[config.mk]
export PLATFORM = sky130hd
export DESIGN_NAME = dma_write
export DESIGN_NICKNAME = d
export VERILOG_FILES = /design/src/rtl/dma_pkg.sv /design/src/rtl/dma_write.sv
export SDC_FILE = /design/constraint.sdc
export NUM_CORES = 1
export LEC_CHECK = 0
export CAP_MARGIN = 15
export CELL_PAD_IN_SITES_DETAIL_PLACEMENT = 1
export CELL_PAD_IN_SITES_GLOBAL_PLACEMENT = 1
export CORE_UTILIZATION = 33
export CTS_CLUSTER_SIZE = 14
export DETAILED_ROUTE_END_ITERATION = 8
export GPL_ROUTABILITY_DRIVEN = 0
export PLACE_DENSITY = 0.79
export SLEW_MARGIN = 20
export SYNTH_ARGS = -nofsm -noshare
export SYNTH_HDL_FRONTEND = slang
export SYNTH_SLANG_ARGS = --single-unit
[constraint.sdc]
create_clock -name clk -period 3.65 [get_ports clk]
set_clock_uncertainty 0.1 [all_clocks]
set_input_delay 0.5475 -clock clk [delete_from_list [all_inputs] [get_ports clk]]
set_output_delay 0.5475 -clock clk [all_outputs]
set_load 0.02 [all_outputs]
[src/rtl/dma_pkg.sv]
// Shared DMA definitions: FSM states, AXI encodings and the burst sizing helper
// used by both DMA directions.
package dma_pkg;

  typedef enum logic [2:0] {
    WR_IDLE = 3'd0,
    WR_PRE  = 3'd1,
    WR_ADDR = 3'd2,
    WR_DATA = 3'd3,
    WR_RESP = 3'd4
  } wr_state_e;

  localparam int unsigned FIXED_BURST_SIZE = 256;
  localparam logic [2:0]  AXSIZE_4B        = 3'b010;
  localparam logic [1:0]  BURST_INCR       = 2'b01;
  localparam logic [1:0]  RESP_OKAY        = 2'b00;

  // Next burst length: the remaining word count capped at one full burst.
  function automatic logic [8:0] burst_len(input logic [31:0] remaining);
    if (remaining > 32'(FIXED_BURST_SIZE)) begin
      return 9'(FIXED_BURST_SIZE);
    end else begin
      return remaining[8:0];
    end
  endfunction

endpackage

[src/rtl/dma_write.sv]
// AXI4 write-DMA master: drains the engine word stream into DRAM as INCR bursts
// of up to 256 beats, one burst outstanding at a time.
module dma_write
  import dma_pkg::*;
#(
  parameter int BITS_TRANS   = 18,
  parameter int AXI_WIDTH_ID = 4,
  parameter int AXI_WIDTH_AD = 32,
  parameter int AXI_WIDTH_DA = 32,
  parameter int AXI_WIDTH_DS = AXI_WIDTH_DA / 8
) (
  input  logic                    clk,
  input  logic                    rstn,
  output logic                    M_AXI_AWVALID,
  input  logic                    M_AXI_AWREADY,
  output logic [AXI_WIDTH_AD-1:0] M_AXI_AWADDR,
  output logic [7:0]              M_AXI_AWLEN,
  output logic [2:0]              M_AXI_AWSIZE,
  output logic [1:0]              M_AXI_AWBURST,
  output logic [AXI_WIDTH_ID-1:0] M_AXI_AWID,
  output logic [1:0]              M_AXI_AWLOCK,
  output logic [3:0]              M_AXI_AWCACHE,
  output logic [2:0]              M_AXI_AWPROT,
  output logic [3:0]              M_AXI_AWQOS,
  output logic                    M_AXI_WVALID,
  input  logic                    M_AXI_WREADY,
  output logic [AXI_WIDTH_DA-1:0] M_AXI_WDATA,
  output logic [AXI_WIDTH_DS-1:0] M_AXI_WSTRB,
  output logic                    M_AXI_WLAST,
  input  logic                    M_AXI_BVALID,
  output logic                    M_AXI_BREADY,
  input  logic [1:0]              M_AXI_BRESP,
  input  logic                    start_dma,
  input  logic [BITS_TRANS-1:0]   num_trans,
  input  logic [AXI_WIDTH_AD-1:0] start_addr,
  input  logic [AXI_WIDTH_DA-1:0] data_i,
  input  logic                    data_vld_i,
  output logic                    data_rdy_o,
  output logic [BITS_TRANS-1:0]   data_cnt_o,
  output logic                    err_o,
  output logic                    done_o
);

  wr_state_e               state_q;
  logic [BITS_TRANS-1:0]   num_q;
  logic [BITS_TRANS-1:0]   sent_q;
  logic [BITS_TRANS-1:0]   cnt_q;
  logic [AXI_WIDTH_AD-1:0] addr_q;
  logic [8:0]              len_q;
  logic [8:0]              len_d;
  logic [7:0]              awlen_q;
  logic [7:0]              beat_q;
  logic                    awvalid_q;
  logic                    err_q;
  logic                    done_q;
  logic                    in_data_s;
  logic                    w_hs_s;

  assign len_d     = burst_len(32'(num_q - sent_q));
  assign in_data_s = (state_q == WR_DATA);
  assign w_hs_s    = M_AXI_WVALID & M_AXI_WREADY;

  assign M_AXI_AWVALID = awvalid_q;
  assign M_AXI_AWADDR  = addr_q;
  assign M_AXI_AWLEN   = awlen_q;
  assign M_AXI_AWSIZE  = AXSIZE_4B;
  assign M_AXI_AWBURST = BURST_INCR;
  assign M_AXI_AWID    = '0;
  assign M_AXI_AWLOCK  = 2'b00;
  assign M_AXI_AWCACHE = 4'b0000;
  assign M_AXI_AWPROT  = 3'b000;
  assign M_AXI_AWQOS   = 4'b1111;
  assign M_AXI_WSTRB   = '1;

  // Zero-latency stream pass-through, only open while a burst is in its data phase.
  assign M_AXI_WVALID = in_data_s & data_vld_i;
  assign data_rdy_o   = in_data_s & M_AXI_WREADY;
  assign M_AXI_WDATA  = data_i;
  assign M_AXI_WLAST  = in_data_s & (beat_q == awlen_q);
  assign M_AXI_BREADY = (state_q == WR_RESP);

  assign data_cnt_o = cnt_q;
  assign err_o      = err_q;
  assign done_o     = done_q;

  // Job sequencing FSM with burst bookkeeping and status registers.
  always_ff @(posedge clk or negedge rstn) begin
    if (!rstn) begin
      state_q   <= WR_IDLE;
      num_q     <= '0;
      sent_q    <= '0;
      cnt_q     <= '0;
      addr_q    <= '0;
      len_q     <= 9'd0;
      awlen_q   <= 8'd0;
      beat_q    <= 8'd0;
      awvalid_q <= 1'b0;
      err_q     <= 1'b0;
      done_q    <= 1'b0;
    end else begin
      done_q <= 1'b0;
      case (state_q)
        WR_IDLE: begin
          if (start_dma) begin
            num_q   <= num_trans;
            sent_q  <= '0;
            cnt_q   <= '0;
            addr_q  <= start_addr;
            err_q   <= 1'b0;
            state_q <= WR_PRE;
          end
        end
        WR_PRE: begin
          if (sent_q == num_q) begin
            done_q  <= 1'b1;
            state_q <= WR_IDLE;
          end else begin
            len_q     <= len_d;
            awlen_q   <= 8'(len_d - 9'd1);
            awvalid_q <= 1'b1;
            state_q   <= WR_ADDR;
          end
        end
        WR_ADDR: begin
          if (M_AXI_AWREADY) begin
            awvalid_q <= 1'b0;
            beat_q    <= 8'd0;
            state_q   <= WR_DATA;
          end
        end
        WR_DATA: begin
          if (w_hs_s) begin
            beat_q <= beat_q + 8'd1;
            cnt_q  <= cnt_q + BITS_TRANS'(1);
            if (M_AXI_WLAST) begin
              state_q <= WR_RESP;
            end
          end
        end
        WR_RESP: begin
          // Errors are only flagged: the stream words are gone, so no retry.
          if (M_AXI_BVALID) begin
            sent_q  <= sent_q + BITS_TRANS'(len_q);
            addr_q  <= addr_q + AXI_WIDTH_AD'({len_q, 2'b00});
            state_q <= WR_PRE;
            if (M_AXI_BRESP != RESP_OKAY) begin
              err_q <= 1'b1;
            end
          end
        end
        default: begin
          state_q <= WR_IDLE;
        end
      endcase
    end
  end

endmodule

After elaboration in Yosys (flattened, before gate mapping). Cells that the tools add are included.

Bits in registers: 117. Bits in latches: 0. Memory bits (writable): 0. Memory bits (read-only): 0. Input bits: 91. Output and inout bits: 123. Logic and storage cells: 78. Memories: 0.

Add/sub/neg operators: 6. Multipliers: 0. Div/mod/pow operators: 0. $lt $le $gt $ge: 1. Equality and inequality tests: 13. Shifts and indexed selects: 0. Muxes and demuxes: 28. Bitwise logic cells: 5. Reductions and logical operators: 14.

Operators by type and width (number): 18-bit one-hot mux with 2 select lines (2); 32-bit two-way mux (2); 32-bit one-hot mux with 2 select lines (1); 18-bit two-way mux (3); 32-bit by 11-bit adder with 32-bit output (1); 32-bit by 9-bit > comparator with 1-bit output (second input constant) (1); 18-bit by 18-bit subtractor with 19-bit output (1); 18-bit by 1-bit adder with 18-bit output (second input constant) (1); 18-bit by 9-bit adder with 18-bit output (1); 18-bit == test (1); 8-bit two-way mux (2); 8-bit one-hot mux with 2 select lines (1); 3-bit two-way mux (5); 3-bit one-hot mux with 5 select lines (1); 3-bit AND reduction (4); 2-bit != test (second input constant) (5); 2-bit nonzero test (5); 9-bit two-way mux (1); 8-bit by 1-bit adder with 8-bit output (second input constant) (1); 8-bit == test (1); 8-bit by 1-bit subtractor with 8-bit output (second input constant) (1); 1-bit two-way mux (7); 3-bit by 2-bit == test with 1-bit output (second input constant) (2); 5-bit AND reduction (1); other kinds (10) (16).

Depth between registers and ports, before layout. Gate-level depths: netlist (run 1).

Depth in word-level cells: 5. Mapped depth: 15. Gate-level depth less buffers: 15.

Worst setup path before layout (run 1). OpenSTA, ideal clock, no wires.

Path kind: register -> register. Start point: register sent_q[0]. End point: register awlen_q[4], in the netlist M_AXI_AWLEN[4]. Library setup time: 0.071 ns. Data arrival time: 3.264 ns. Required time: 3.479 ns. Slack: 0.216 ns. Cell stages (with the launch flop): 13. Buffers on the path: 0. Period minus slack after synthesis: 3.434 ns. Cells stage by stage: dfrtp_1 > ha_1 > fa_1 > and2b_1 > o22ai_2 > xnor2_1 > nand4_1 > o31ai_2 > nand4_2 > or3_1 > ha_1 > a2111o_1 > nand4_1.

Word-level cells in the longest chain between the ends: 4. Elaborated cells on any way between the ends: 7. Classes of those cells: 2 x add/sub; 1 x order compare; 1 x eq/ne; 1 x mux; 1 x bitwise; 1 x reduce/logical.

Ends and longest elaborated chain: start, declared (RTL line dma_write.sv:46) `logic [BITS_TRANS-1:0] sent_q;`; start signal, assigned (RTL line dma_write.sv:143) `sent_q <= sent_q + BITS_TRANS'(len_q);`; 18-bit by 18-bit subtractor with 19-bit output (RTL line dma_write.sv:59) `assign len_d = burst_len(32'(num_q - sent_q));`; 32-bit by 9-bit > comparator with 1-bit output (RTL line dma_pkg.sv:20) `if (remaining > 32'(FIXED_BURST_SIZE)) begin`; 9-bit two-way mux (RTL line dma_pkg.sv:20); 8-bit by 1-bit subtractor with 8-bit output (RTL line dma_write.sv:119) `awlen_q <= 8'(len_d - 9'd1);`; end signal, assigned (RTL line dma_write.sv:119); end, declared (RTL line dma_write.sv:51) `logic [7:0] awlen_q;`.

Several ways; a longest one is shown, not always the timed one. A chain may end at the register's enable or synchronous reset.

Final worst setup path (run 1).
Start point: register sent_q[1]. End point: register awlen_q[2], in the netlist M_AXI_AWLEN[2].

The elaborated chain is that of the path after synthesis.

==> run_results.csv, run 1 <==
group,metric,value,unit
cells_and_area,final_common_cell,"sky130_fd_sc_hd__nand2_1",
synthesis,post_synth_inst_count,956,
synthesis,yosys.cell_types.count,73,
routing,drtPass1Iterations,4,
floorplanning,boundaryPins,214,
synthesis,netlist_area_before_placement,8010,µm²
clocking,cts_root_buffer,"sky130_fd_sc_hd__clkbuf_16",
floorplanning,row_count,56,
timing,max_slew.worst_pin.slew,0.691,ns
timing,setup-violations-final,0,
floorplanning,start_util,0.339,
place,preCtsSetupSlack,-0.0363,ns
cells_and_area,final_nets,1181,
cells_and_area,areaGrowthSynthToFinish,26.0,%
timing,max-slew-margin-rel,0.539,
place,dpl.cell_count,1345,
synthesis,synthXorXnorAreaFrac,0.0601,
synthesis,yosys_warnings,0,
critical_path,worst_setup_path_end_kind,"flop",
synthesis,top_cell_type_by_total_area_after_synthesis,"sky130_fd_sc_hd__dfrtp_1",
timing,max_freq,284,MHz
cells_and_area,finish.cell_count_without_fillers,1380,
cells_and_area,register_area,2930,µm²
timing,slew_violations,0,
timing,setup_slack,0.126,ns
synthesis,synth_mux_area_frac,0.00547,
power_and_ir_drop,pwr_density_cell,866,nW/µm²
synthesis,synth-main-ff-cell,"sky130_fd_sc_hd__dfrtp_1",
floorplanning,die-width,158,µm
global_routing,grt.total_usage,0.199,
synthesis,ys_seq_area_frac,0.365,
clocking,insertion_delay,0.42,ns
global_routing,grt.overflow.total,0,
place,dp_hpwl,17100,µm
critical_path,cp.arrival,3.78,ns
synthesis,adder_and_majority_cell_fraction_of_the_synthesized_area,0.0684,
critical_path,critPathRequiredTime,3.91,ns
global_routing,global_route_wire_length_before_repair,38800,µm
critical_path,path_class,"flop to flop",
synthesis,async_reset_ff_frac,1.00,
outcome,run_status,"finished clean",
synthesis,synth_edf_count,0,
routing,antenna_violating_nets_post_route,0,
timing,worst_case_hold_slack,0.0524,ns
timing,crit_path_time_final,3.52,ns
cells_and_area,antenna_cells,0,
global_routing,antenna_violations_before_repair,0,
routing,wl_per_cell,17.4,µm
synthesis,avgSynthCellArea,8.38,µm²
critical_path,startpoint_type,"flop",
synthesis,synth_area_leaders,"sky130_fd_sc_hd__dfrtp_1 (37%), sky130_fd_sc_hd__nand2_1 (6.5%), sky130_fd_sc_hd__ha_1 (6.1%), sky130_fd_sc_hd__buf_4 (5.4%), sky130_fd_sc_hd__nor2_1 (3.7%)",
routing,routed_vias_inst,5.23,
critical_path,critical_path.max_fanout,6,
critical_path,ff2ff_setup_slack,0.13,ns
synthesis,synth_top_family_by_area,"simple AND/OR/NAND/NOR gates",
critical_path,r2r_end,"M_AXI_AWLEN[2]",
power_and_ir_drop,vdd_ir_drop_max,0.347,mV
global_routing,via_count_of_the_first_global_routing_pass,7408,
synthesis,postSynthRegisterBits,117,
critical_path,reg2reg_depth,14,
synthesis,synthSimpleGateAreaFrac,0.226,
clocking,cts.htree.levels,4,
place,port_bufs,123,
clocking,clkSinkCount,117,
routing,drt_drc_violations_left,0,
timing,period_share,0.965,
synthesis,synth_compound_gate_area_share,0.177,
clocking,cts_inserted_buffers,17,
floorplanning,area_of_the_die,24900,µm²
clocking,clock_path_buffers,2,
routing,route.vias.total,7223,
synthesis,synth_top_area_frac,0.365,
clocking,tritoncts_clock_tree,"built",
worst_hold_path,hold_crit_class,"primary input to asynchronous set/reset pin",
power_and_ir_drop,leakagePower,0.00435,µW
clocking,clkSlewWorstSetupHoldPaths,0.06,ns
floorplanning,core-area,23600,µm²
clocking,cts.hold.buffers_added,0,
cells_and_area,most_frequent_cells_in_the_layout,"sky130_fd_sc_hd__nand2_1 (138), sky130_fd_sc_hd__clkdlybuf4s50_1 (122), sky130_fd_sc_hd__dfrtp_1 (117)",
routing,route.final.wire_length,24000,µm
floorplanning,die_h,158,µm
timing,timing.final.hold_violations,0,
cells_and_area,fillCellCount,2763,
global_routing,grt_max_degree,60,
job,timing.max_cap.violations,0,
timing,final.setup.tns,0,ns
critical_path,r2r-start,"sent_q[1]",
cells_and_area,ratio_of_cells_with_drive_above_1_in_the_final_layout,0.0914,
routing,dr.first_iter.drc_count,357,
cells_and_area,multiInputGateArea,4570,µm²
cells_and_area,layout.core_utilization,0.428,
## Yosys cell counts (all sizes together) (7+ instances only)
cell type	n
nor3	20
a21oi	47
nand3	43
o21ai	52
nand4	17
inv	43
dfrtp	117
nor2b	7
or3	15
a21o	9
nor4	7
and3	22
o31ai	12
buf	68
xor2	24
o22ai	8
xnor2	31
a31oi	10
nor2	79
and2	14
nand2	138
a311oi	12
a211oi	8
ha	39
clkbuf	32
## registers in the layout (all words and copies together) (netlist names)
register / cells
state_q: 3
M_AXI_AWLEN: 8
beat_q: 8
err_o: 1
done_o: 1
data_cnt_o: 18
M_AXI_AWADDR: 32
num_q: 18
M_AXI_AWVALID: 1
sent_q: 18
len_q: 9
## layer usage
metal  wire length (µm)  GRT usage  up-vias
met5                  0          0        -
met2              11600      0.347      159
met3               1020     0.0334       30
met1              11000      0.247     3570
li1                   -          -     3464
met4                393     0.0647        0
## worst max-delay path: stages, from the launching register on
cell and delay (ns):
sky130_fd_sc_hd__dfrtp_1 0.39, sky130_fd_sc_hd__inv_1 0.07, sky130_fd_sc_hd__ha_1 0.31, sky130_fd_sc_hd__nor2b_2 0.19, sky130_fd_sc_hd__o211ai_2 0.22, sky130_fd_sc_hd__buf_4 0.15
sky130_fd_sc_hd__a21o_1 0.18, sky130_fd_sc_hd__nand2_1 0.11, sky130_fd_sc_hd__and4_1 0.21, sky130_fd_sc_hd__a2111o_1 0.46, sky130_fd_sc_hd__or3_4 0.38, sky130_fd_sc_hd__ha_4 0.20
sky130_fd_sc_hd__nor4_4 0.27, sky130_fd_sc_hd__o22ai_1 0.11, sky130_fd_sc_hd__nand2_1 0.09
## final cells by class
class                           count  share of cell area
Clock buffer                       19              0.0449
Clock inverter                     13              0.0146
Inverter                           43              0.0160
Multi-Input combinational cell    720               0.453
Sequential cell                   117               0.290
Tap cell                          319              0.0395
Timing Repair Buffer              149               0.142
## cells by family (layout without fill, tap and decap cells)
group	after synthesis	in the layout
fa+ha+maj	42	42
buf+inv	143	224
xor+xnor	55	55
other cells	2	26
mux	4	4
flops	117	117
compound gates	209	209
simple gates	384	384
## where the power goes
group	total, µW	internal (µW)	switching [µW]	leakage, µW
combinational	4830	2120	2720	0.00258
sequential	2190	1720	469	0.00148
clock	1720	1050	667	0.000283
total	8750	4890	3850	0.00435
## per-stage QoR
| stage | total power (µW) | cell area (µm²) |
|---|---|---|
| finish | 8750 | 10100 |
| global route | 9370 | 10100 |
| CTS | 8460 | 9920 |
| detailed placement | 6670 | 9310 |
| global placement | 6540 | 9310 |
| floorplan | 5160 | 8100 |
## worst max path at each step
stage	start	end	slack [ns]	depth (start not counted)
finish	sent_q[1]	M_AXI_AWLEN[2]	0.13	14
CTS	sent_q[0]	M_AXI_AWLEN[2]	0.003	13
global placement	sent_q[0]	M_AXI_AWLEN[2]	0.1	13
detailed placement	sent_q[0]	M_AXI_AWLEN[2]	-0.04	13
floorplan	sent_q[0]	M_AXI_AWLEN[4]	0.22	12
global route	sent_q[1]	M_AXI_AWLEN[2]	-0.04	14
## timing repair
item | 4_1_cts | 5_1_grt
gates resized for setup | 2 | 26
pin swaps | 0 | 7
buffers inserted | 0 | 3
setup endpoints to repair | 3 | 4
Power figures use the tool's default switching activity.
==> run 2, diff against run 1 <==
--- a/config.mk
+++ b/config.mk
@@ -5,7 +5,6 @@
 export SDC_FILE = /design/constraint.sdc
 export NUM_CORES = 1
 export LEC_CHECK = 0
-export CAP_MARGIN = 15
 export CELL_PAD_IN_SITES_DETAIL_PLACEMENT = 1
 export CELL_PAD_IN_SITES_GLOBAL_PLACEMENT = 1
 export CORE_UTILIZATION = 33
==> results of run 2 <==
No change in the layout: final DEF, timing and power equal those of run 1.
==> run 3, diff against run 2 <==
--- a/config.mk
+++ b/config.mk
@@ -11,6 +11,7 @@
 export CTS_CLUSTER_SIZE = 14
 export DETAILED_ROUTE_END_ITERATION = 8
 export GPL_ROUTABILITY_DRIVEN = 0
+export GPL_TIMING_DRIVEN = 0
 export PLACE_DENSITY = 0.79
 export SLEW_MARGIN = 20
 export SYNTH_ARGS = -nofsm -noshare
==> run_results.csv, run 3 (synthesis results as in run 1) <==
group,metric,value,unit
cells_and_area,antenna_cells,0,
routing,route.vias.total,7838,
worst_hold_path,hold_crit_class,"primary input to asynchronous set/reset pin",
critical_path,r2r-start,"sent_q[1]",
global_routing,via_count_of_the_first_global_routing_pass,8108,
critical_path,timing.critical_path.from,"sent_q[1]",
cells_and_area,areaGrowthSynthToFinish,37.0,%
clocking,cts.htree.levels,4,
timing,max_freq,282,MHz
critical_path,r2r_end,"M_AXI_AWLEN[4]",
power_and_ir_drop,leakagePower,0.00478,µW
job,timing.max_cap.violations,0,
clocking,insertion_delay,0.43,ns
floorplanning,die_h,158,µm
power_and_ir_drop,vdd_ir_drop_max,0.344,mV
timing,crit_path_time_final,3.55,ns
floorplanning,area_of_the_die,24900,µm²
cells_and_area,fillCellCount,2800,
critical_path,path_class,"flop to flop",
clocking,cts_root_buffer,"sky130_fd_sc_hd__clkbuf_16",
timing,max-slew-margin-rel,0.455,
cells_and_area,largest_register_ff_count,32,
floorplanning,core-area,23600,µm²
critical_path,worst_setup_path_end_kind,"flop",
floorplanning,start_util,0.339,
power_and_ir_drop,pwr_density_cell,831,nW/µm²
cells_and_area,final_nets,1297,
clocking,tritoncts_clock_tree,"built",
cells_and_area,layout.core_utilization,0.465,
critical_path,timing.critical_path.slowest_cell_delay,0.44,ns
critical_path,ff2ff_setup_slack,0.10,ns
timing,slew_violations,0,
clocking,clock_path_buffers,2,
critical_path,startpoint_type,"flop",
critical_path,critPathRequiredTime,3.90,ns
timing,setup-violations-final,0,
routing,drt_drc_violations_left,0,
place,preCtsSetupSlack,-0.323,ns
clocking,clkSinkCount,117,
critical_path,cp_common_cell,"sky130_fd_sc_hd__a2111o_1",
outcome,run_status,"finished clean",
global_routing,grt_max_degree,63,
cells_and_area,ratio_of_cells_with_drive_above_1_in_the_final_layout,0.134,
floorplanning,row_count,56,
timing,timing.final.hold_violations,0,
critical_path,reg2reg_depth,13,
routing,dr.first_iter.drc_count,425,
floorplanning,die-width,158,µm
critical_path,cell_breakdown_of_the_critical_path,"inv_1, ha_1, nor2b_2, o211ai_2, buf_4, a21o_1, nand2_1, and4_1, a2111o_1, or3_4, ha_4, a2111o_1, nand4_1",
routing,drtPass1Iterations,7,
place,port_bufs,155,
routing,routed_vias_inst,5.24,
routing,route.final.wire_length,27000,µm
timing,max_slew.worst_pin.slew,0.817,ns
global_routing,grt.overflow.total,0,
timing,setup_slack,0.102,ns
timing,period_share,0.972,
global_routing,grt.total_usage,0.219,
routing,wl_per_cell,18.0,µm
clocking,clkSlewWorstSetupHoldPaths,0.06,ns
clocking,cts_inserted_buffers,17,
place,dp_hpwl,19900,µm
critical_path,critical_path.max_fanout,6,
routing,antenna_violating_nets_post_route,0,
global_routing,antenna_violations_before_repair,0,
critical_path,crit_path_top_delay_cell,"sky130_fd_sc_hd__a2111o_1",
cells_and_area,most_frequent_cells_in_the_layout,"sky130_fd_sc_hd__clkdlybuf4s50_1 (154), sky130_fd_sc_hd__nand2_1 (138), sky130_fd_sc_hd__dfrtp_1 (116)",
global_routing,global_route_wire_length_before_repair,42500,µm
floorplanning,boundaryPins,214,
cells_and_area,final_common_cell,"sky130_fd_sc_hd__clkdlybuf4s50_1",
critical_path,cp.arrival,3.80,ns
critical_path,critical_path.endpoint,"M_AXI_AWLEN[4]",
==> run 3: cell types whose count changed in the layout (fill, tap and decap cells not counted), moves of 3 or more <==
cell / before / now
sky130_fd_sc_hd__buf_1: 0 / 3
sky130_fd_sc_hd__buf_2: 0 / 4
sky130_fd_sc_hd__buf_4: 26 / 70
sky130_fd_sc_hd__buf_6: 0 / 3
sky130_fd_sc_hd__clkbuf_1: 0 / 29
sky130_fd_sc_hd__clkdlybuf4s50_1: 122 / 154
sky130_fd_sc_hd__ha_4: 5 / 1
==> run 3: stage by stage <==
stage / hold WS (ns) / power, µW / cell area [µm²] / setup TNS [ns] / instances
floorplan: 0.152 / 5160 / 8100 / 0 / 980
global placement: 0.360 / 6560 / 10100 / -338.85 / 1454
detailed placement: 0.366 / 6760 / 10100 / -1.07 / 1455
CTS: 0.0418 / 8680 / 10800 / 0 / 1490
global route: 0.0761 / 9690 / 11000 / -0.00801 / 1496
finish: 0.0292 / 9130 / 11000 / 0 / 1496
==> run 3: final cells by class <==
type | count | area (µm²) | area share
plain buffers | 97 | 607 | 0.0553
clock buffers | 18 | 429 | 0.0391
clock inverters | 14 | 165 | 0.0150
inverters | 43 | 161 | 0.0147
multi-input cells | 720 | 4610 | 0.420
flip-flops and latches | 117 | 2930 | 0.267
well taps | 319 | 399 | 0.0364
repair buffers | 168 | 1670 | 0.152
==> run 3: per-layer routing <==
layer	track usage	routed length, µm	vias to the layer above
met5	0	0	-
li1	-	-	3682
met2	0.389	13600	211
met1	0.270	11600	3907
met4	0.0656	503	0
met3	0.0359	1250	38
==> run 3: critical path, delay by kind of cell (launching register included) <==
kind | cells | cell delay, ns
AO/OA/AOI/OAI | 4 | 1.22
adder cells (fa/ha/maj) | 2 | 0.46
buffers and inverters | 2 | 0.25
flip-flops | 1 | 0.40
AND/OR/NAND/NOR | 5 | 1.04
==> run 3: worst min-delay path by stage <==
stage	to	cells past startpoint	startpoint	slack [ns]
after floorplan	M_AXI_AWADDR[0]	0	rstn	0.15
after global placement	M_AXI_AWADDR[1]	2	M_AXI_AWADDR[1]	0.36
after detailed placement	M_AXI_AWADDR[0]	2	M_AXI_AWADDR[0]	0.37
after CTS	M_AXI_AWADDR[20]	1	rstn	0.04
after global routing	M_AXI_AWADDR[20]	1	rstn	0.08
final	M_AXI_AWADDR[14]	1	rstn	0.03
==> run 3: timing repair <==
item,4_1_cts,5_1_grt
setup endpoints to repair,11,9
hold buffers,0,0
buffers inserted,4,8
gates resized for setup,13,30
pin swaps,6,21
==> run 3: power breakdown <==
| group | internal, µW | switching (µW) |
|---|---|---|
| clock network | 1020 | 697 |
| registers | 1730 | 447 |
| logic | 2250 | 2980 |
